==> src/rtl/prog_loader.sv <==
// prog_loader: streams encoded instructions into an instruction memory.
//
// A start pulse opens a load session at address 0. Each accepted request is
// encoded into a 24-bit word and written one cycle later. The session ends on
// in_last or when the memory is full; a halt word (24'h000000) is then written
// at the current pointer, and done pulses.
//
// Ports:
//   clk, rst_n          clock, asynchronous active-low reset
//   start               single-cycle pulse, opens a session (from IDLE/DONE)
//   in_valid/in_ready   request handshake
//   in_last             request is the final instruction
//   in_class, in_alu    opcode[3:0], opcode[5:4]
//   in_rd/in_rs/in_rt   register indices
//   in_imm              signed immediate / branch offset
//   im_wen/im_addr/im_wdata  instruction-memory write port
//   busy, done, err, count   status
//
// Optional feature: define PROG_LOADER_IMM_CHECK_EN to reject immediate/branch
// requests whose in_imm does not fit in 10 signed bits.
module prog_loader #(
  parameter int unsigned ADDR_W = 8
) (
  input  logic              clk,
  input  logic              rst_n,
  input  logic              start,
  input  logic              in_valid,
  output logic              in_ready,
  input  logic              in_last,
  input  logic [3:0]        in_class,
  input  logic [1:0]        in_alu,
  input  logic [3:0]        in_rd,
  input  logic [3:0]        in_rs,
  input  logic [3:0]        in_rt,
  input  logic [15:0]       in_imm,
  output logic              im_wen,
  output logic [ADDR_W-1:0] im_addr,
  output logic [23:0]       im_wdata,
  output logic              busy,
  output logic              done,
  output logic              err,
  output logic [ADDR_W:0]   count
);

  typedef enum logic [1:0] {StIdle, StLoad, StFlush, StDone} state_e;

  localparam logic [ADDR_W-1:0] LastAddr = {ADDR_W{1'b1}};

  state_e            state_q, state_d;
  logic [ADDR_W-1:0] ptr_q, ptr_d, ptr_inc;
  logic [ADDR_W:0]   count_q, count_d;
  logic              err_q, err_d;
  logic              done_q, done_d;
  logic              wen_q, wen_d;
  logic [ADDR_W-1:0] addr_q, addr_d;
  logic [23:0]       wdata_q, wdata_d;

  logic [5:0]  opcode;
  logic        is_rtype, is_branch, illegal, accept;
  logic [23:0] word;

  assign opcode  = {in_alu, in_class};
  assign ptr_inc = ptr_q + ADDR_W'(1);

  // Instruction encoding
  always_comb begin
    is_rtype  = ~in_class[3];
    is_branch = (in_class[3:1] == 3'b110);
    if (is_rtype) begin
      word = {opcode, in_rd, in_rs, in_rt, 6'b000000};
    end else if (is_branch) begin
      word = {opcode, in_rs, in_rt, in_imm[9:0]};
    end else begin
      word = {opcode, in_rd, in_rs, in_imm[9:0]};
    end
  end

`ifdef PROG_LOADER_IMM_CHECK_EN
  logic imm_class, imm_fits;
  // Classes 8..13 carry an immediate/offset; it fits if bits [15:9] all agree.
  assign imm_class = in_class[3] & (in_class[3:1] != 3'b111);
  assign imm_fits  = (in_imm[15:9] == 7'h00) || (in_imm[15:9] == 7'h7f);
  assign illegal   = (opcode == 6'b000000) || (imm_class && !imm_fits);
`else
  logic unused_imm;
  assign unused_imm = ^in_imm[15:10];
  assign illegal    = (opcode == 6'b000000);
`endif

  // The last address is reserved for the halt word.
  assign in_ready = (state_q == StLoad) && (ptr_q != LastAddr);
  assign accept   = in_valid & in_ready;

  always_comb begin
    state_d = state_q;
    ptr_d   = ptr_q;
    count_d = count_q;
    err_d   = err_q;
    done_d  = 1'b0;
    wen_d   = 1'b0;
    addr_d  = addr_q;
    wdata_d = wdata_q;
    unique case (state_q)
      StIdle, StDone: begin
        if (start) begin
          state_d = StLoad;
          ptr_d   = '0;
          count_d = '0;
          err_d   = 1'b0;
        end
      end
      StLoad: begin
        if (accept) begin
          if (illegal) begin
            err_d = 1'b1;
            if (in_last) state_d = StFlush;
          end else begin
            wen_d   = 1'b1;
            addr_d  = ptr_q;
            wdata_d = word;
            ptr_d   = ptr_inc;
            count_d = count_q + (ADDR_W + 1)'(1);
            if (in_last) begin
              state_d = StFlush;
            end else if (ptr_inc == LastAddr) begin
              // Memory full without a final instruction.
              err_d   = 1'b1;
              state_d = StFlush;
            end
          end
        end
      end
      StFlush: begin
        wen_d   = 1'b1;
        addr_d  = ptr_q;
        wdata_d = 24'h000000;
        count_d = count_q + (ADDR_W + 1)'(1);
        done_d  = 1'b1;
        state_d = StDone;
      end
      default: state_d = StIdle;
    endcase
  end

  always_ff @(posedge clk or negedge rst_n) begin
    if (!rst_n) begin
      state_q <= StIdle;
      ptr_q   <= '0;
      count_q <= '0;
      err_q   <= 1'b0;
      done_q  <= 1'b0;
      wen_q   <= 1'b0;
      addr_q  <= '0;
      wdata_q <= '0;
    end else begin
      state_q <= state_d;
      ptr_q   <= ptr_d;
      count_q <= count_d;
      err_q   <= err_d;
      done_q  <= done_d;
      wen_q   <= wen_d;
      addr_q  <= addr_d;
      wdata_q <= wdata_d;
    end
  end

  assign im_wen   = wen_q;
  assign im_addr  = addr_q;
  assign im_wdata = wdata_q;
  assign busy     = (state_q == StLoad) || (state_q == StFlush);
  assign done     = done_q;
  assign err      = err_q;
  assign count    = count_q;

endmodule

==> config.mk <==
export PLATFORM = sky130hd
export DESIGN_NAME = prog_loader
export DESIGN_NICKNAME = d
export VERILOG_FILES = /design/src/rtl/prog_loader.sv
export SDC_FILE = /design/constraint.sdc
export NUM_CORES = 1
export LEC_CHECK = 0
export BUFFER_PORTS_ARGS = -buffer_cell sky130_fd_sc_hd__buf_2
export CAP_MARGIN = 20
export CORE_ASPECT_RATIO = 1.1
export CORE_MARGIN = 5
export CORE_UTILIZATION = 45
export DETAILED_ROUTE_END_ITERATION = 7
export GPL_TIMING_DRIVEN = 0
export PLACE_DENSITY_LB_ADDON = 0.15
export SKIP_CTS_REPAIR_TIMING = 1
export SLEW_MARGIN = 20
export SYNTH_ARGS = -nofsm -noshare
export SYNTH_HDL_FRONTEND = slang
export SYNTH_SLANG_ARGS = --single-unit
==> constraint.sdc <==
create_clock -name clk -period 2.9 [get_ports clk]
set_input_delay 0.58 -clock clk [delete_from_list [all_inputs] [get_ports clk]]
set_output_delay 0.58 -clock clk [all_outputs]
set_load 0.005 [all_outputs]
* After elaboration in Yosys (flattened, before gate mapping) *
Index checks and enable logic that the tools add are counted.

word-level totals
  flip-flop bits (word level) = 54
  input bits = 39
  output and inout port bits = 46
  logic and storage cells = 69

operators by class
  $add $sub $neg = 2
  equal/unequal tests = 13
  multiplexer cells = 33
  bitwise operators = 1
  reductions and logical operators = 12

operators by type and width
  kind                                                           number
  24-bit two-way mux                                             2
  24-bit case mux with 2 select lines                            1
  8-bit two-way mux                                              5
  8-bit case mux with 2 select lines                             2
  9-bit two-way mux                                              3
  9-bit case mux with 3 select lines                             1
  22-bit two-way mux                                             1
  18-bit two-way mux                                             1
  2-bit two-way mux                                              6
  3-bit inequality test, second input constant                   4
  9-bit by 1-bit adder with 9-bit output, second input constant  1
  8-bit by 1-bit adder with 8-bit output, second input constant  1
  8-bit == test, second input constant                           1
  1-bit two-way mux                                              8
  8-bit inequality test, second input constant                   1
  4-bit AND reduction                                            2
  6-bit zero test                                                1
  2-bit inequality test, second input constant                   3
  2-bit case mux with 3 select lines                             1
  3-bit AND reduction                                            2
  5-bit AND reduction                                            1
  2-bit == test, second input constant                           2
  1-bit case mux with 2 select lines                             2
  2-bit nonzero test                                             2
  other kinds (7)                                                7

* Longest topological paths before layout *
Gate-level depths: netlist of run 1.

  word-level depth = 7
  mapped depth = 8
  gate-level depth less buffers = 7

* Worst setup path after synthesis of run 1 *
Ideal clock, no wire load.

  path kind = reg2reg
  start point = register ptr_q[1]
  end point = register addr_q[2] (netlist: im_addr[2])
  setup time = 0.125 ns
  data arrival time = 1.914 ns
  data required time = 2.775 ns
  slack = 0.862 ns
  stages on the path, launching flop included = 8
  path buffers = 1
  period minus slack after synthesis = 2.038 ns
  path through = dfrtp_1 ha_1 nand3_4 o31ai_4 o21ai_2 nand2_2 buf_6 mux2_2

between the ends
  word-level cells in the longest chain between the ends = 5

ends and longest elaborated chain
  what                                    line  source
  from (decl)                             50    logic [ADDR_W-1:0] ptr_q, ptr_d, ptr_inc;
  from (signal assigned)                  157   ptr_q <= ptr_d;
  8-bit inequality test                   91    assign in_ready = (state_q == StLoad) && (ptr_q != LastAddr);
  1-bit logical AND                       91
  1-bit AND                               92    assign accept = in_valid & in_ready;
  2-bit inequality test (no source line)  n/a
  3-bit AND reduction (no source line)    n/a
  to (signal assigned)                    162   addr_q <= addr_d;
  to (decl)                               55    logic [ADDR_W-1:0] addr_q, addr_d;

Every way passes these cells.
A chain may end at the register's enable or synchronous reset.

* Worst setup path in the final report of run 1 *
Ends and elaborated chain as after synthesis.

==> flow_metrics.env, run 1 <==
export IMPL_viasPerCell=5.613
export IMPL_crit_type="flip-flop to flip-flop"
export IMPL_drc=0
export IMPL_port_buffers=77
export IMPL_crit_path_end="im_addr[2]"
export IMPL_cts_buffer_depth=2
export IMPL_setup_viol=0
export IMPL_p_sw_share_pct=42.40
export IMPL_critPathCaptureType="flip-flop"
export IMPL_grt_pass1_wl_um=12170
export IMPL_crit_start="ptr_q[1]"
export IMPL_crit_required_ns=3.10
export IMPL_powerDensity_mw_per_mm2=911.0
export IMPL_fmax_mhz=418.4
export IMPL_outcome="completed"
export IMPL_drtIter0Drc=91
export IMPL_synthToLayoutAreaGrowth_pct=20.83
export IMPL_min_period_ns=2.390
export IMPL_insertion_delay_ns=0.31
export IMPL_r2r_end="im_addr[2]"
export IMPL_via_count=2537
export IMPL_timing_final_crit_share_pct=82.42
export IMPL_ir_drop_uv=367.7
export IMPL_crit_path_top_delay_cell="o31ai_4"
export IMPL_synth_async_reset_ratio_pct=100.0
export IMPL_ant_nets=0
export IMPL_worst_path_max_fanout=10
export IMPL_clockRootBuffer="clkbuf_8"
export IMPL_yosys_warnings=0
export IMPL_cts_num_sinks=54
export IMPL_worst_setup_path_start_kind="flip-flop"
export IMPL_rsz0062_at_grt="false"
export IMPL_die_width_um=86.17
export IMPL_dr_pass1_iters=4
export IMPL_relSlewSlack_pct=54.60
export IMPL_gp_congestion=0.8056
export IMPL_pwr_share_comb_pct=48.9
export IMPL_synth_seq_cells=54
export IMPL_cts_buffers=5
export IMPL_switching_power_mw=1.340
export IMPL_final_util_pct=56.02
export IMPL_hold_viol=0
export IMPL_grt_max_degree=55
export IMPL_arrival_ns=2.59
export IMPL_ys_flop_type="dfrtp_1"
export IMPL_setup_tns_ns=0
export IMPL_core_mm2=0.006193
export IMPL_syn_nets=332
export IMPL_wl_um=7351
export IMPL_syn_inst=287
export IMPL_synthesis_area_mm2=0.002872
export IMPL_reg2reg_slack_ns=0.51
export IMPL_pwr_share_clk_pct=16.1
export IMPL_clk_pin_slew_ns=0.10
export IMPL_synth_edff_count=0
export IMPL_fin_worst_skew_ns=0.005648
export IMPL_fp_dieH_um=93.78
export IMPL_yosys_cell_types_count=47
export IMPL_p_int_mw=1.821
export IMPL_worst_pin_slew_ns=0.6810
export IMPL_reg2regPathDepth=7
export IMPL_grt_pass1_vias=2399
export IMPL_power_leakage_nw=1.691
export IMPL_yosysSeqAreaShare_pct=47.06
export IMPL_htreeDepth=2
export IMPL_post_dp_hpwl_um=5405
export IMPL_max_stage_delay_ns=0.49
export IMPL_cts_tree="built"
export IMPL_ios=85
export IMPL_antenna_found_initial=0
export IMPL_final_nets=416
export IMPL_rr_startpoint="ptr_q[1]"
export IMPL_avgSynthCellArea_um2=10.01
export IMPL_cap_violations=0
export IMPL_num_rows=30
export IMPL_seq_power_share_pct=35.0
export IMPL_crit_chain="ha_1 > nand3_4 > o31ai_4 > o21ai_2 > nand2_2 > buf_6 > mux2_2"
export IMPL_wl_per_cell_um=16.26
export IMPL_grt_use_total_pct=18.71
export IMPL_worstHoldPathType="input pin to asynchronous set/reset pin"
export IMPL_drv_slew=0
export IMPL_n_antenna_cell=0
export IMPL_floorplan_initialDensity_pct=46.36
export IMPL_dieArea_mm2=0.008081
export IMPL_fill_cells=582
export IMPL_final_layout_size_suffix_gt1_share_pct=29.30
export IMPL_overflow=0
[per-stage QoR]
step	setup slack [ns]	instances	power [mW]	instance area, um2	hold WS, ns
after CTS	0.5231	452	3.186	3470	0.3387
after global placement	0.5740	444	2.651	3357	0.4820
after detailed placement	0.5341	444	2.681	3359	0.4894
after floorplan	0.8617	287	2.095	2872	0.2844
after global routing	0.3565	452	3.411	3470	0.3672
final	0.5100	452	3.161	3470	0.3095
[cell usage after synthesis, drive strengths merged, types with 2 or more instances]
| master | number | area [um2] |
|---|---|---|
| dfrtp | 54 | 1351 |
| o21ai | 49 | 249.0 |
| nand2 | 18 | 72.57 |
| nor2 | 17 | 63.81 |
| o31ai | 17 | 141.4 |
| mux2i | 16 | 160.2 |
| nand3 | 13 | 77.58 |
| buf | 10 | 65.06 |
| clkbuf | 10 | 40.04 |
| mux2 | 8 | 90.09 |
| a21oi | 6 | 41.29 |
| ha | 6 | 75.07 |
| inv | 6 | 22.52 |
| nand2b | 6 | 37.54 |
| nor4 | 6 | 37.54 |
| a22o | 5 | 43.79 |
| nor2b | 5 | 31.28 |
| nor3 | 5 | 25.02 |
| a221o | 4 | 40.04 |
| or4 | 4 | 30.03 |
| o211ai | 3 | 22.52 |
| o31a | 2 | 17.52 |
| o41ai | 2 | 17.52 |
| xnor2 | 2 | 17.52 |
[cells by family after synthesis]
kind of cell	after synthesis	share of synthesized area, %
mux	24	8.715
compound gates	95	22.05
buf+inv	26	4.444
fa+ha+maj	6	2.614
simple gates	80	14.51
xor+xnor	2	0.6101
flops	54	47.06
[worst max-delay path: cells and delay by family (launching register included)]
kind            cells  cell delay [ns]
simple gates        2             0.32
flops               1             0.48
buf+inv             1             0.16
compound gates      2             0.65
mux                 1             0.34
fa+ha+maj           1             0.32
[layout by cell type (no fill, tap or decap), drive strengths merged, types with 8 or more instances in the layout]
master / instances
nand3: 13
dfrtp: 54
nor2: 17
mux2i: 16
buf: 87
o21ai: 49
o31ai: 17
mux2: 8
nand2: 18
clkbuf: 16
[flip-flops by register name, indices dropped and copies added, names as in the netlist]
name and flops:
ptr_q 8, state_q 2, im_wdata 24, im_addr 8, err 1, done 1, count 9, im_wen 1
[routing by layer]
layer | up-vias | routed length (um) | GRT usage, %
li1 | 1231 | - | -
met1 | 1224 | 3388 | 26.61
met2 | 72 | 3398 | 28.98
met3 | 10 | 467 | 3.070
met4 | 0 | 96 | 5.937
met5 | - | 0 | 0
[area by class of cell]
| class | count | area (um2) | share of cell area (%) |
|---|---|---|---|
| Buffer | 20 | 105.1 | 3.029 |
| Clock buffer | 6 | 72.57 | 2.092 |
| Clock inverter | 2 | 37.54 | 1.082 |
| Inverter | 6 | 22.52 | 0.6491 |
| Multi-Input combinational cell | 207 | 1393 | 40.14 |
| Sequential cell | 54 | 1351 | 38.95 |
| Tap cell | 80 | 100.1 | 2.885 |
| Timing Repair Buffer | 77 | 387.9 | 11.18 |
[worst min path at each step]
stage	slack, ns	end	startpoint
final	0.31	im_wdata[16]	rst_n
after detailed placement	0.49	im_addr[5]	im_addr[5]
after floorplan	0.28	count[0]	rst_n
after global placement	0.48	im_wdata[0]	im_wdata[0]
after CTS	0.34	im_wdata[10]	rst_n
after global routing	0.37	ptr_q[5]	rst_n
[power by group through the flow]
| stage | sequential, mW | clock (mW) | combinational [mW] |
|---|---|---|---|
| after floorplan | 1.12 | 0 | 0.975 |
| after global placement | 1.12 | 0 | 1.53 |
| after detailed placement | 1.12 | 0 | 1.56 |
| after CTS | 1.11 | 0.520 | 1.56 |
| after global routing | 1.13 | 0.556 | 1.72 |
| final | 1.11 | 0.509 | 1.55 |
Note: power is estimated with default switching activity, not from simulation.
==> inputs of run 2 (changes only) <==
==> constraint.sdc (replaced) <==
create_clock -name clk -period 1.9 [get_ports clk]
set_input_delay 0.38 -clock clk [delete_from_list [all_inputs] [get_ports clk]]
set_output_delay 0.38 -clock clk [all_outputs]
set_load 0.005 [all_outputs]
==> run 2 against run 1 <==
  * The flow now finishes with violations (negative setup slack)
  * First-iteration DRC count rose by 16%
  * Wire length grew 6.5%
  * Largest cell class unchanged
  * Cell count rose by 4.9%
  * Register-to-register slack worse by 0.58 ns
  * Sequential power grew 52%
  * Worst setup slack worse by 0.58 ns
  * Critical path depth unchanged
==> flow_metrics.env, run 2 (synthesis results as in run 1) <==
export IMPL_crit_type="flip-flop to flip-flop"
export IMPL_via_count=2655
export IMPL_critPathCaptureType="flip-flop"
export IMPL_cts_buffer_depth=2
export IMPL_top_layer="met4"
export IMPL_drc=0
export IMPL_wl_per_cell_um=16.52
export IMPL_reg2regPathDepth=7
export IMPL_violations="negative setup slack"
export IMPL_timing_final_crit_share_pct=103.9
export IMPL_final_layout_size_suffix_gt1_share_pct=38.58
export IMPL_grt_use_total_pct=19.20
export IMPL_floorplan_initialDensity_pct=46.36
export IMPL_n_antenna_cell=0
export IMPL_worst_path_max_fanout=6
export IMPL_wl_um=7831
export IMPL_num_rows=30
export IMPL_drv_slew=0
export IMPL_synthToLayoutAreaGrowth_pct=31.72
export IMPL_ir_drop_uv=579.5
export IMPL_r2r_end="count[4]"
export IMPL_dp_slack_ns=-0.3074
export IMPL_dr_pass1_iters=4
export IMPL_final_nets=438
export IMPL_worstHoldPathType="input pin to asynchronous set/reset pin"
export IMPL_setup_viol=13
export IMPL_ios=85
export IMPL_setup_slack_ns=-0.07451
export IMPL_relSlewSlack_pct=54.40
export IMPL_mostFrequentLayoutCells="buf_2 (80), dfrtp_1 (52), o21ai_0 (34), buf_4 (23), nor2_1 (17)"
export IMPL_crit_chain="ha_4 > nand3_4 > o31a_1 > a21oi_4 > buf_4 > nor4_1 > a221o_1"
export IMPL_htreeDepth=2
export IMPL_cap_violations=0
export IMPL_grt_max_degree=55
export IMPL_cp_depth=7
export IMPL_power_leakage_nw=1.836
export IMPL_fp_dieH_um=93.78
export IMPL_grt_pass1_vias=2516
export IMPL_reg2reg_slack_ns=-0.07
export IMPL_dieArea_mm2=0.008081
export IMPL_outcome="finished, violations left"
export IMPL_largest_register_ffs=24
export IMPL_worst_path_buf_inv=1
export IMPL_port_buffers=77
export IMPL_clk_pin_slew_ns=0.10
export IMPL_rr_startpoint="ptr_q[1]"
export IMPL_cts_buffers=5
export IMPL_route_met3_wl_um=458
export IMPL_drtIter0Drc=106
export IMPL_viasPerCell=5.601
export IMPL_final_util_pct=61.07
export IMPL_rsz0062_at_grt="true"
export IMPL_whs_ns=0.1093
export IMPL_arrival_ns=2.17
export IMPL_final_common_cell="buf_2"
export IMPL_insertion_delay_ns=0.31
export IMPL_max_stage_delay_ns=0.46
export IMPL_powerDensity_mw_per_mm2=1398
export IMPL_cts_num_sinks=54
export IMPL_grt_pass1_wl_um=12500
export IMPL_fin_worst_skew_ns=0.008994
export IMPL_post_dp_hpwl_um=5436
export IMPL_cts_tree="built"
export IMPL_core_mm2=0.006193
export IMPL_crit_path_top_delay_cell="dfrtp_2"
export IMPL_wl_met2_um=3779
export IMPL_worst_pin_slew_ns=0.6840
export IMPL_crit_required_ns=2.10
export IMPL_clockRootBuffer="clkbuf_8"
export IMPL_min_period_ns=1.975
export IMPL_antenna_found_initial=0
export IMPL_hold_viol=0
export IMPL_wl_met1_um=3487
export IMPL_die_width_um=86.17
export IMPL_fmax_mhz=506.5
export IMPL_ant_nets=0
export IMPL_crit_family="compound AO/OA/AOI/OAI gates"
export IMPL_overflow=0
export IMPL_crit_start="ptr_q[1]"
export IMPL_crit_path_end="count[4]"
export IMPL_gp_congestion=0.7900
export IMPL_worst_setup_path_start_kind="flip-flop"
[run 2: changes by cell type in the layout (fill, tap and decap cells not counted), sizes merged]
cell	delta
buf	+22
clkinvlp	-1
nand3	+1
[run 2: where the power goes]
part / internal, mW / switching (mW)
combinational: 1.17 / 1.61
clock: 0.430 / 0.380
sequential: 1.49 / 0.202
total: 3.09 / 2.19
[run 2: worst min path at each step]
stage / start / endpoint / cells past startpoint
final: rst_n / im_wdata[16] / 1
after global routing: rst_n / ptr_q[4] / 1
after CTS: rst_n / ptr_q[1] / 1
after detailed placement: rst_n / im_wdata[16] / 1
after global placement: im_wdata[4] / im_wdata[4] / 2
after floorplan: rst_n / count[0] / 0
[run 2: cell type report]
cell class | instances | area [um2]
clock buffers | 7 | 86.33
fillers | 537 | 2411
inverters | 6 | 25.02
multi-input cells | 208 | 1514
flip-flops and latches | 54 | 1354
well taps | 80 | 100.1
clock inverters | 1 | 30.03
plain buffers | 19 | 108.9
repair buffers | 99 | 564.3
[run 2: layer usage]
layer  vias to the layer above  track usage, %
met1                      1292           25.44
met3                        11           3.158
met5                         -               0
met2                        77           32.26
met4                         0           5.277
li1                       1275               -
[run 2: metrics by stage]
stage / power, mW / instance area (um2) / std cells / TNS [ns]
CTS: 4.897 / 3490 / 452 / -10.84
global placement: 4.039 / 3371 / 444 / -7.716
global route: 5.696 / 3782 / 474 / -3.910
finish: 5.288 / 3782 / 474 / -0.5602
floorplan: 3.205 / 2885 / 287 / 0
detailed placement: 4.088 / 3373 / 444 / -9.231
